## src/rtl/dcache_maint_engine.sv

```systemverilog
// Dcache clear/flush maintenance engine: walks every set/way of the tag array,
// writes back dirty lines over the memory bus on flush, and invalidates every line.
module dcache_maint_engine #(
    parameter int  NUM_SETS       = 64,
    parameter int  ASSOC          = 2,
    parameter int  WORDS_PER_LINE = 4,
    parameter int  ADDR_W         = 32,
    localparam int SETW           = $clog2(NUM_SETS),
    localparam int WAYW           = (ASSOC > 1) ? $clog2(ASSOC) : 1,
    localparam int WDW            = $clog2(WORDS_PER_LINE),
    localparam int TAG_W          = ADDR_W - SETW - WDW - 2
) (
    input  logic              CLK,
    input  logic              RST,
    input  logic              dcache_clear,
    input  logic              dcache_flush,
    output logic              dclear_done,
    output logic              dflush_done,
    output logic              busy,
    output logic [SETW-1:0]   meta_set,
    output logic [WAYW-1:0]   meta_way,
    output logic              meta_rd,
    input  logic              meta_valid,
    input  logic              meta_dirty,
    input  logic [TAG_W-1:0]  meta_tag,
    output logic              meta_inval,
    output logic              data_rd,
    output logic [WDW-1:0]    data_word,
    input  logic [31:0]       data_rdata,
    output logic              mem_wen,
    output logic [ADDR_W-1:0] mem_addr,
    output logic [31:0]       mem_wdata,
    input  logic              mem_busy
);

    typedef enum logic [2:0] {
        S_IDLE, S_RD, S_CHK, S_DRD, S_WR, S_INV, S_DONE
    } state_t;

    localparam logic [SETW-1:0] SET_LAST  = SETW'(NUM_SETS - 1);
    localparam logic [WAYW-1:0] WAY_LAST  = WAYW'(ASSOC - 1);
    localparam logic [WDW-1:0]  WORD_LAST = WDW'(WORDS_PER_LINE - 1);

    state_t             state_q, state_d;
    logic               flush_mode_q;
    logic [SETW-1:0]    set_q;
    logic [WAYW-1:0]    way_q;
    logic [WDW-1:0]     word_q;
    logic [TAG_W-1:0]   tag_q;
    logic [31:0]        wdata_q;
    logic               wr_first_q;

    assign meta_set  = set_q;
    assign meta_way  = way_q;
    assign data_word = word_q;

    // NOTE: registers use non-blocking assignments so every flop samples pre-edge values.
    always_ff @(posedge CLK) begin
        if (RST) begin
            state_q      <= S_IDLE;
            flush_mode_q <= 1'b0;
            set_q        <= '0;
            way_q        <= '0;
            word_q       <= '0;
            tag_q        <= '0;
            wdata_q      <= '0;
            wr_first_q   <= 1'b0;
        end else begin
            state_q <= state_d;
            case (state_q)
                S_IDLE: begin
                    // Mode follows flush priority; the value present on exit is the one kept.
                    flush_mode_q <= dcache_flush;
                    set_q        <= '0;
                    way_q        <= '0;
                    word_q       <= '0;
                end
                S_CHK: begin
                    tag_q  <= meta_tag;
                    word_q <= '0;
                end
                S_DRD: wr_first_q <= 1'b1;
                S_WR: begin
                    // Read data is only guaranteed on the first WR cycle; hold it through stalls.
                    wr_first_q <= 1'b0;
                    if (wr_first_q) wdata_q <= data_rdata;
                    if (!mem_busy) word_q <= word_q + 1'b1;
                end
                S_INV: begin
                    if (way_q == WAY_LAST) begin
                        way_q <= '0;
                        set_q <= set_q + 1'b1;
                    end else begin
                        way_q <= way_q + 1'b1;
                    end
                end
                default: ;
            endcase
        end
    end

    always_comb begin
        // NOTE: every output and state_d gets a default first so no path infers a latch.
        state_d     = state_q;
        busy        = 1'b0;
        meta_rd     = 1'b0;
        meta_inval  = 1'b0;
        data_rd     = 1'b0;
        mem_wen     = 1'b0;
        mem_addr    = '0;
        mem_wdata   = '0;
        dclear_done = 1'b0;
        dflush_done = 1'b0;
        case (state_q)
            S_IDLE: begin
                if (dcache_flush || dcache_clear) state_d = S_RD;
            end
            S_RD: begin
                busy    = 1'b1;
                meta_rd = 1'b1;
                state_d = S_CHK;
            end
            S_CHK: begin
                busy    = 1'b1;
                state_d = (flush_mode_q && meta_valid && meta_dirty) ? S_DRD : S_INV;
            end
            S_DRD: begin
                busy    = 1'b1;
                data_rd = 1'b1;
                state_d = S_WR;
            end
            S_WR: begin
                busy      = 1'b1;
                mem_wen   = 1'b1;
                mem_addr  = {tag_q, set_q, word_q, 2'b00};
                mem_wdata = wr_first_q ? data_rdata : wdata_q;
                if (!mem_busy) state_d = (word_q == WORD_LAST) ? S_INV : S_DRD;
            end
            S_INV: begin
                busy       = 1'b1;
                meta_inval = 1'b1;
                state_d    = (set_q == SET_LAST && way_q == WAY_LAST) ? S_DONE : S_RD;
            end
            S_DONE: begin
                if (flush_mode_q) begin
                    dflush_done = 1'b1;
                    dclear_done = dcache_clear;
                end else begin
                    dclear_done = 1'b1;
                end
                if (!dcache_clear && !dcache_flush) state_d = S_IDLE;
            end
            default: state_d = S_IDLE;
        endcase
    end

endmodule
```

## config.mk

```make
export PLATFORM = sky130hd
export DESIGN_NAME = dcache_maint_engine
export DESIGN_NICKNAME = d
export VERILOG_FILES = /design/src/rtl/dcache_maint_engine.sv
export SDC_FILE = /design/constraint.sdc
export NUM_CORES = 1
export LEC_CHECK = 0
export ABC_AREA = 1
export BUFFER_PORTS_ARGS = -buffer_cell sky130_fd_sc_hd__buf_4
export CAP_MARGIN = 0
export CORE_UTILIZATION = 47
export DETAILED_ROUTE_END_ITERATION = 6
export GPL_TIMING_DRIVEN = 1
export PLACE_DENSITY = 0.89
export RECOVER_POWER = 100
export REMOVE_ABC_BUFFERS = 1
export SYNTH_ARGS = -nofsm -noshare
export SYNTH_HDL_FRONTEND = slang
export SYNTH_SLANG_ARGS = --single-unit
```

## constraint.sdc

```tcl
create_clock -name CLK -period 4.39 [get_ports CLK]
set_clock_uncertainty 0.2 [all_clocks]
set_input_delay 0.439 -clock CLK [delete_from_list [all_inputs] [get_ports CLK]]
set_output_delay 0.439 -clock CLK [all_outputs]
set_load 0.01 [all_outputs]
```

==> results of run 1 <==
[per-layer routing]
| metal | up-vias | GRT usage, % | wire length, µm | part of all wire (%) |
|---|---|---|---|---|
| met5 | - | 0 | 0 | 0 |
| met4 | 0 | 8.49 | 117 | 1.4 |
| met3 | 13 | 5.21 | 633 | 7.8 |
| met2 | 123 | 38.4 | 3880 | 48 |
| met1 | 1525 | 22.8 | 3480 | 43 |
| li1 | 1775 | - | - | - |
[kinds of logic after synthesis]
group                      Yosys count
AOI/OAI and AO/OA                  127
adders and majority gates            2
buffers and inverters              109
DFF                                 68
other                                1
and+or+nand+nor                    192
[how the worst max path moves through the flow]
stage / startpoint / slack (ns) / cells after the start / end
after floorplan: wr_first_q / 2.18 / 3 / mem_wdata[0]
after global placement: state_q[0] / 1.89 / 4 / mem_wen
after detailed placement: state_q[0] / 1.85 / 4 / mem_wen
after CTS: state_q[0] / 1.46 / 4 / mem_wen
after global routing: state_q[0] / 0.69 / 4 / mem_wdata[15]
final: state_q[0] / 0.97 / 4 / mem_wdata[14]
[synthesized netlist by cell type]
cell type                    n  area share [%]
sky130_fd_sc_hd__dfxtp_1    68              40
sky130_fd_sc_hd__conb_1      1            0.11
sky130_fd_sc_hd__a21oi_1    64             9.3
sky130_fd_sc_hd__nand2_4     3            0.98
sky130_fd_sc_hd__nor2_4      3            0.98
sky130_fd_sc_hd__o21ai_1     1            0.15
sky130_fd_sc_hd__buf_6       5             1.6
sky130_fd_sc_hd__ha_1        2            0.73
sky130_fd_sc_hd__or2_2       1            0.18
sky130_fd_sc_hd__clkbuf_1   14             1.5
sky130_fd_sc_hd__a211oi_1    1            0.22
sky130_fd_sc_hd__a21boi_0    2            0.44
sky130_fd_sc_hd__o21ai_0    27             3.9
sky130_fd_sc_hd__nand3_1    13             1.9
sky130_fd_sc_hd__nand3_2     1            0.29
sky130_fd_sc_hd__nand2_1   121              13
sky130_fd_sc_hd__buf_2       8             1.2
sky130_fd_sc_hd__nand3b_1    1            0.22
sky130_fd_sc_hd__nor3_1      1            0.15
sky130_fd_sc_hd__inv_1      74             8.1
sky130_fd_sc_hd__inv_2       3            0.33
sky130_fd_sc_hd__a21oi_2    31             7.9
sky130_fd_sc_hd__buf_4       5             1.1
sky130_fd_sc_hd__nand2_2     3            0.55
sky130_fd_sc_hd__o22ai_1     1            0.18
sky130_fd_sc_hd__nor2_1     45             4.9
[worst reg2reg max path: stages, from the launching register on]
cell	delay (ns)
sky130_fd_sc_hd__dfxtp_1	0.40
sky130_fd_sc_hd__nor2_1	0.31
sky130_fd_sc_hd__nand2_2	0.95
sky130_fd_sc_hd__o22ai_1	0.66
sky130_fd_sc_hd__o21ai_0	0.14
sky130_fd_sc_hd__a21oi_1	0.16
[per-stage QoR]
step                      worst slack (ns)  hold slack (ns)  instances
after floorplan                       2.18            0.232        468
after global placement                1.89            0.240        703
after detailed placement              1.85            0.246        703
after CTS                             1.46            0.177        719
after global routing                 0.689            0.196        719
final                                0.974            0.195        719
[power by group]
part           switching, W  internal [W]
combinational      0.000136     0.0000776
sequential        0.0000184      0.000650
clock              0.000225      0.000365
[registers in the layout, indices dropped and copies added, names as in the netlist]
signal	cells
data_word	2
meta_way	1
tag_q	22
wr_first_q	1
flush_mode_q	1
state_q	3
wdata_q	32
meta_set	6
[layout make-up]
class	count	share of cell area (%)
Timing Repair Buffer	139	17.8
Sequential cell	68	32.3
Tap cell	96	2.85
Inverter	77	6.87
Multi-Input combinational cell	323	34.5
Clock buffer	12	3.92
Clock inverter	4	1.66
==> summary.md, run 1 <==
- **status** finished, violations left
- **violated checks** capacitance limit, slew limit
- **maximum clock rate** 293 MHz
- **Die Area** 7640 µm²
- **setup repair after global routing missed its margin** no
- **Min-Delay Endpoint** tag_q[9]
- **drt via density** 4.78
- **FF-to-FF setup slack** 1.51 ns
- **sum of negative setup slack** 0 ns
- **standard cell with the maximum stage delay on the critical path** sky130_fd_sc_hd__nand2_2
- **leakage dissipation** 1.50 nW
- **worst relative slew slack** -10.3%
- **number of cell rows** 30
- **total track usage** 20.9%
- **critical path start-end classification** flip-flop to output port
- **delay of the slowest critical-path stage** 0.95 ns
- **clock insertion delay at the later pin of the skew report** 0.32 ns
- **highest-count cells in the layout ignoring fill and taps** 123 x sky130_fd_sc_hd__nand2_1, 95 x sky130_fd_sc_hd__a21oi_1, 78 x sky130_fd_sc_hd__clkbuf_1
- **number of top-level design ports** 141
- **die outline width** 87.4 µm
- **CP Cell Sequence** nor2_1 -> nand2_2 -> a21oi_1 -> clkbuf_1
- **PD cells** 350 nW/µm²
- **postcts setup bufs** 0
- **Total Power Consumption** 0.00147 W
- **post-route fraction of the period consumed by the critical path** 77.8%
- **DRC violations left** 0
- **Min-Delay Path Class** input pin to flip-flop
- **Crit Path Max Fanout** 96
- **max-slew violation count** 136
- **maxcap violations** 2
- **Clock Sink Count** 68
- **area of all placed cells without fillers** 4210 µm²
- **synthesized-area fraction occupied by xor and xnor cells** 0%
- **total gr overflow** 0
- **slew at the pin closest to its max-slew limit** 1.65 ns
- **clock-pin slew on the worst setup and hold paths** 0.07 ns
- **maximum number of buffers from clock root to sink** 2
- **area grow syn2layout** 22.7%
- **CP arrival** 2.78 ns
- **# fillers** 725
- **clock period minus final worst setup slack** 3.42 ns
- **most common cell after layout, fill and taps aside** sky130_fd_sc_hd__nand2_1
- **Die Height** 87.4 µm
- **root buf cell** sky130_fd_sc_hd__clkbuf_8
- **overall routed net length** 8110 µm
- **VDD IR-drop max** 0.175 mV
- **H-tree lvl count** 3
- **count of buffer and inverter cells on the critical path** 1
- **routed wire length per instance** 11.3 µm
- **number of library cell types mapped by synthesis** 26
- **Final GP Congestion** 0.807
- **starting utilization of the core area** 49.7%
- **post-synthesis adder-cell area fraction** 0.730%
- **Req. time, crit path** 3.75 ns
- **global-route wire length before repair** 12800 µm
- **synthesized-area fraction occupied by ao, oa, aoi and oai cells** 22.2%
- **Post-Syn Area per Cell** 6.87 µm²
- **placeable core area** 6910 µm²
- **largest net degree at the start of global routing** 97
- **total number of vias** 3436
- **critical register-to-register path endpoint** data_word[0]
- **hold path cells** 3
- **cell family with most CP delay** simple AND/OR/NAND/NOR gates
- **post-synthesis register bit count** 68
- **share of cell area taken by muxes after synthesis** 0%
- **startpoint of the lowest-slack register-to-register path** state_q[0]
- **Post-Synth Simple-Gate Area** 23.4%
- **combined area of the multi-input logic cells** 1450 µm²
- **Starting DRT DRC Count** 112
- **path depth of the worst reg2reg path** 5
- **Hold Fails Final Rpt** 0
- **TritonRoute pass-1 iters** 4
- **CP Capture Type** output port
- **instance area at placement** 4410 µm²
- **final core occ** 60.9%
- **post-detailed-route count of antenna-violating nets** 0
- **fraction of layout cells with a size suffix above 1** 13.8%
- **diode insertion count for antenna repair** 0
- **total number of yosys warnings** 0
- **number of setup violations in the final report** 0
- **Final Net Count** 681
- **proportion of synthesized chip area in sequential cells** 39.7%
- **sequential cell area** 1360 µm²
- **initial antenna violation count** 0
- **number of port buffers** 138
- **clock tree from TritonCTS** yes
- **number of cells upsized or downsized after cts** 0
- **number of hold buffers added after CTS** 0
- **post-synthesis instance area** 3430 µm²
- **largest family of logic cells by synthesized area** simple AND/OR/NAND/NOR gates
- **number of buffers added by the clock tree synthesis step** 9
- **HPWL after detailed placement** 5680 µm
- **vias in the first global route** 3070
- **Cells after Synth** 499
- **Hold Crit Start** meta_tag[9]
- **crit start category** flip-flop
Note: power is estimated with default switching activity, not from simulation.
==> inputs of run 2 (changes only) <==
==> constraint.sdc (replaced) <==
create_clock -name CLK -period 3.4 [get_ports CLK]
set_clock_uncertainty 0.2 [all_clocks]
set_input_delay 0.34 -clock CLK [delete_from_list [all_inputs] [get_ports CLK]]
set_output_delay 0.34 -clock CLK [all_outputs]
set_load 0.01 [all_outputs]
==> run 2 against run 1 <==
  * The run now ends clean
  * Final cell count rose by 0.14%
  * Sequential power rose by 29%
  * Hold slack worse by 0.12 ns
  * Sequential share of layout area down 0.22 points
  * Die area did not move
  * Critical path depth up 1
  * Via count is 2.8% higher
  * Sequential cell count stayed put
  * Wire length increased by 5.9%
  * First-iteration DRC count shrank 11%
  * Critical endpoint is now mem_wdata[17]
  * Largest cell class unchanged
  * Largest power group unchanged
==> summary.md, run 2 (synthesis results as in run 1) <==
- **status** finished, final reports clean
- **Final GP Congestion** 0.832, +3.0%
- **number of port buffers** 138, unchanged
- **combinational group share of total power** 14.9%, +0.4 points
- **die outline width** 87.4 µm, unchanged
- **overall routed net length** 8590 µm, +5.9%
- **VDD IR-drop max** 0.243 mV, +39%
- **max-slew violation count** 0, -100%
- **Clock Sink Count** 68, unchanged
- **placeable core area** 6910 µm², unchanged
- **clock-pin slew on the worst setup and hold paths** 0.08 ns, about the same
- **Min-Delay Endpoint** tag_q[10]
- **Hold Fails Final Rpt** 0, unchanged
- **Hold Crit Start** meta_tag[10]
- **maxcap violations** 0, -2
- **FF-to-FF setup slack** 1.06 ns, -0.45 ns
- **post-route fraction of the period consumed by the critical path** 86.2%
- **path depth of the worst reg2reg path** 5, unchanged
- **total number of vias** 3533, +2.8%
- **sum of negative setup slack** 0 ns, unchanged
- **post-detailed-route count of antenna-violating nets** 0, unchanged
- **count of placed standard cells in the final layout, fillers left out** 720, +0.14%
- **maximum clock rate** 341 MHz
- **total gr overflow** 0, unchanged
- **diode insertion count for antenna repair** 0, unchanged
- **leakage dissipation** 1.51 nW, +0.66%
- **total track usage** 22.6%, +1.7 points
- **Crit Path Max Fanout** 59, -39%
- **global-route wire length before repair** 13800 µm, +8.1%
- **number of cell rows** 30, unchanged
- **TritonRoute pass-1 iters** 6, +2
- **number of flip-flops in the largest register** 32, unchanged
- **routed wire length per instance** 11.9 µm, +5.8%
- **worst relative slew slack** 23.9%, +34 points
- **most common cell after layout, fill and taps aside** sky130_fd_sc_hd__nand2_1
- **standard cell with the maximum stage delay on the critical path** sky130_fd_sc_hd__nand2_2
- **starting utilization of the core area** 49.7%, unchanged
- **setup repair after global routing missed its margin** no
- **fraction of layout cells with a size suffix above 1** 14.7%, +0.94 points
- **CP Capture Type** output port
- **largest net degree at the start of global routing** 60, -38%
- **Final Net Count** 682, +0.15%
- **clock tree from TritonCTS** yes
- **slew at the pin closest to its max-slew limit** 1.14 ns, -0.517 ns
- **hold path cells** 3, unchanged
- **Die Height** 87.4 µm, unchanged
- **vias in the first global route** 3337, +8.7%
- **net switching fraction of the power** 27.0%, +1.2 points
- **critical path start-end classification** flip-flop to output port
- **number of cells upsized or downsized after cts** 0, unchanged
- **initial antenna violation count** 0, unchanged
- **Req. time, crit path** 2.86 ns, -0.89 ns
- **internal portion of total power** 0.00137 W, +26%
- **clock insertion delay at the later pin of the skew report** 0.34 ns, +0.02 ns
- **startpoint of the lowest-slack register-to-register path** state_q[0]
- **# fillers** 747, +3.0%
- **count of buffer and inverter cells on the critical path** 2, +1
- **delay of the slowest critical-path stage** 0.62 ns, -0.33 ns
- **number of top-level design ports** 141, unchanged
- **power spent charging and discharging nets** 0.000509 W, +34%
- **drt via density** 4.91, +2.7%
- **maximum number of buffers from clock root to sink** 2, unchanged
- **critical register-to-register path endpoint** data_word[1]
- **power share of the sequential group** 45.9%, +0.5 points
- **final core occ** 61.4%, +0.42 points
- **largest register by flop count** wdata_q
- **crit start category** flip-flop
- **Starting DRT DRC Count** 100, -11%
- **placed instance count** 704, +0.14%
- **number of hold buffers added after CTS** 0, unchanged
- **HPWL after detailed placement** 6170 µm, +8.5%
- **area grow syn2layout** 23.6%
- **number of setup violations in the final report** 0, unchanged
- **Min-Delay Path Class** input pin to flip-flop
- **PD cells** 444 nW/µm², +27%
- **DRC violations left** 0, unchanged
- **clock period minus final worst setup slack** 2.93 ns
- **CP arrival** 2.39 ns, -0.39 ns
- **cell family with most CP delay** simple AND/OR/NAND/NOR gates
- **Clk network pwr share** 39.2%, -0.8 points
- **highest-count cells in the layout ignoring fill and taps** 123 x sky130_fd_sc_hd__nand2_1, 92 x sky130_fd_sc_hd__a21oi_1, 76 x sky130_fd_sc_hd__inv_1
- **CP Cell Sequence** nor2_4 -> nand2_2 -> buf_12 -> a21oi_1 -> clkbuf_1
- **postcts setup bufs** 0, unchanged
- **root buf cell** sky130_fd_sc_hd__clkbuf_8
- **H-tree lvl count** 3, unchanged
- **number of buffers added by the clock tree synthesis step** 9, unchanged
- **Die Area** 7640 µm², unchanged
-- run 2: changes by cell type in the layout (fill, tap and decap cells not counted), sizes merged --
cell / previous run / this run
clkbuf: 90 / 84
clkinv: 2 / 1
clkinvlp: 0 / 3
buf: 61 / 66
-- run 2: how the worst max path moves through the flow --
stage,from,endpoint,depth (start not counted)
detailed placement,wr_first_q,mem_wdata[12],5
global route,state_q[1],mem_wdata[17],5
global placement,wr_first_q,mem_wdata[17],5
floorplan,wr_first_q,mem_wdata[0],3
finish,state_q[0],mem_wdata[17],5
CTS,wr_first_q,mem_wdata[12],5
-- run 2: tightest hold or removal path: stages --
cell	delay (ns)
sky130_fd_sc_hd__buf_4	0.08
sky130_fd_sc_hd__o21ai_0	0.07
sky130_fd_sc_hd__a21oi_1	0.10
-- run 2: power by group through the flow --
stage / clock [W] / combinational (W) / sequential (W)
floorplan: 0 / 0.000173 / 0.000886
global placement: 0 / 0.000300 / 0.000883
detailed placement: 0 / 0.000311 / 0.000885
CTS: 0.000755 / 0.000313 / 0.000867
global route: 0.000791 / 0.000316 / 0.000869
finish: 0.000738 / 0.000280 / 0.000865
-- run 2: area by class of cell --
type	count	area, µm²	area share (%)
clock inverter	6	87.6	2.07
inverter	77	289	6.82
clock buffer	10	138	3.25
sequential	68	1360	32.1
multi-input combinational	323	1460	34.4
timing repair buffer	140	786	18.5
tap	96	120	2.83
-- run 2: metrics by stage --
stage	area (µm²)	total power [W]	worst slack [ns]	hold WS (ns)
2_1_floorplan	3250	0.00106	1.29	0.209
3_3_place_gp	4430	0.00118	1.11	0.240
3_5_place_dp	4430	0.00120	1.07	0.247
4_1_cts	4660	0.00194	0.692	0.0671
5_1_grt	4240	0.00198	0.310	0.0683
6_report	4240	0.00188	0.469	0.0790
-- run 2: routing by layer --
metal	global-route usage (%)	wire length (µm)	vias up
met4	9.99	80	0
met3	5.21	607	8
met2	42.5	4310	114
met1	23.8	3590	1624
li1	-	-	1787
met5	0	0	-
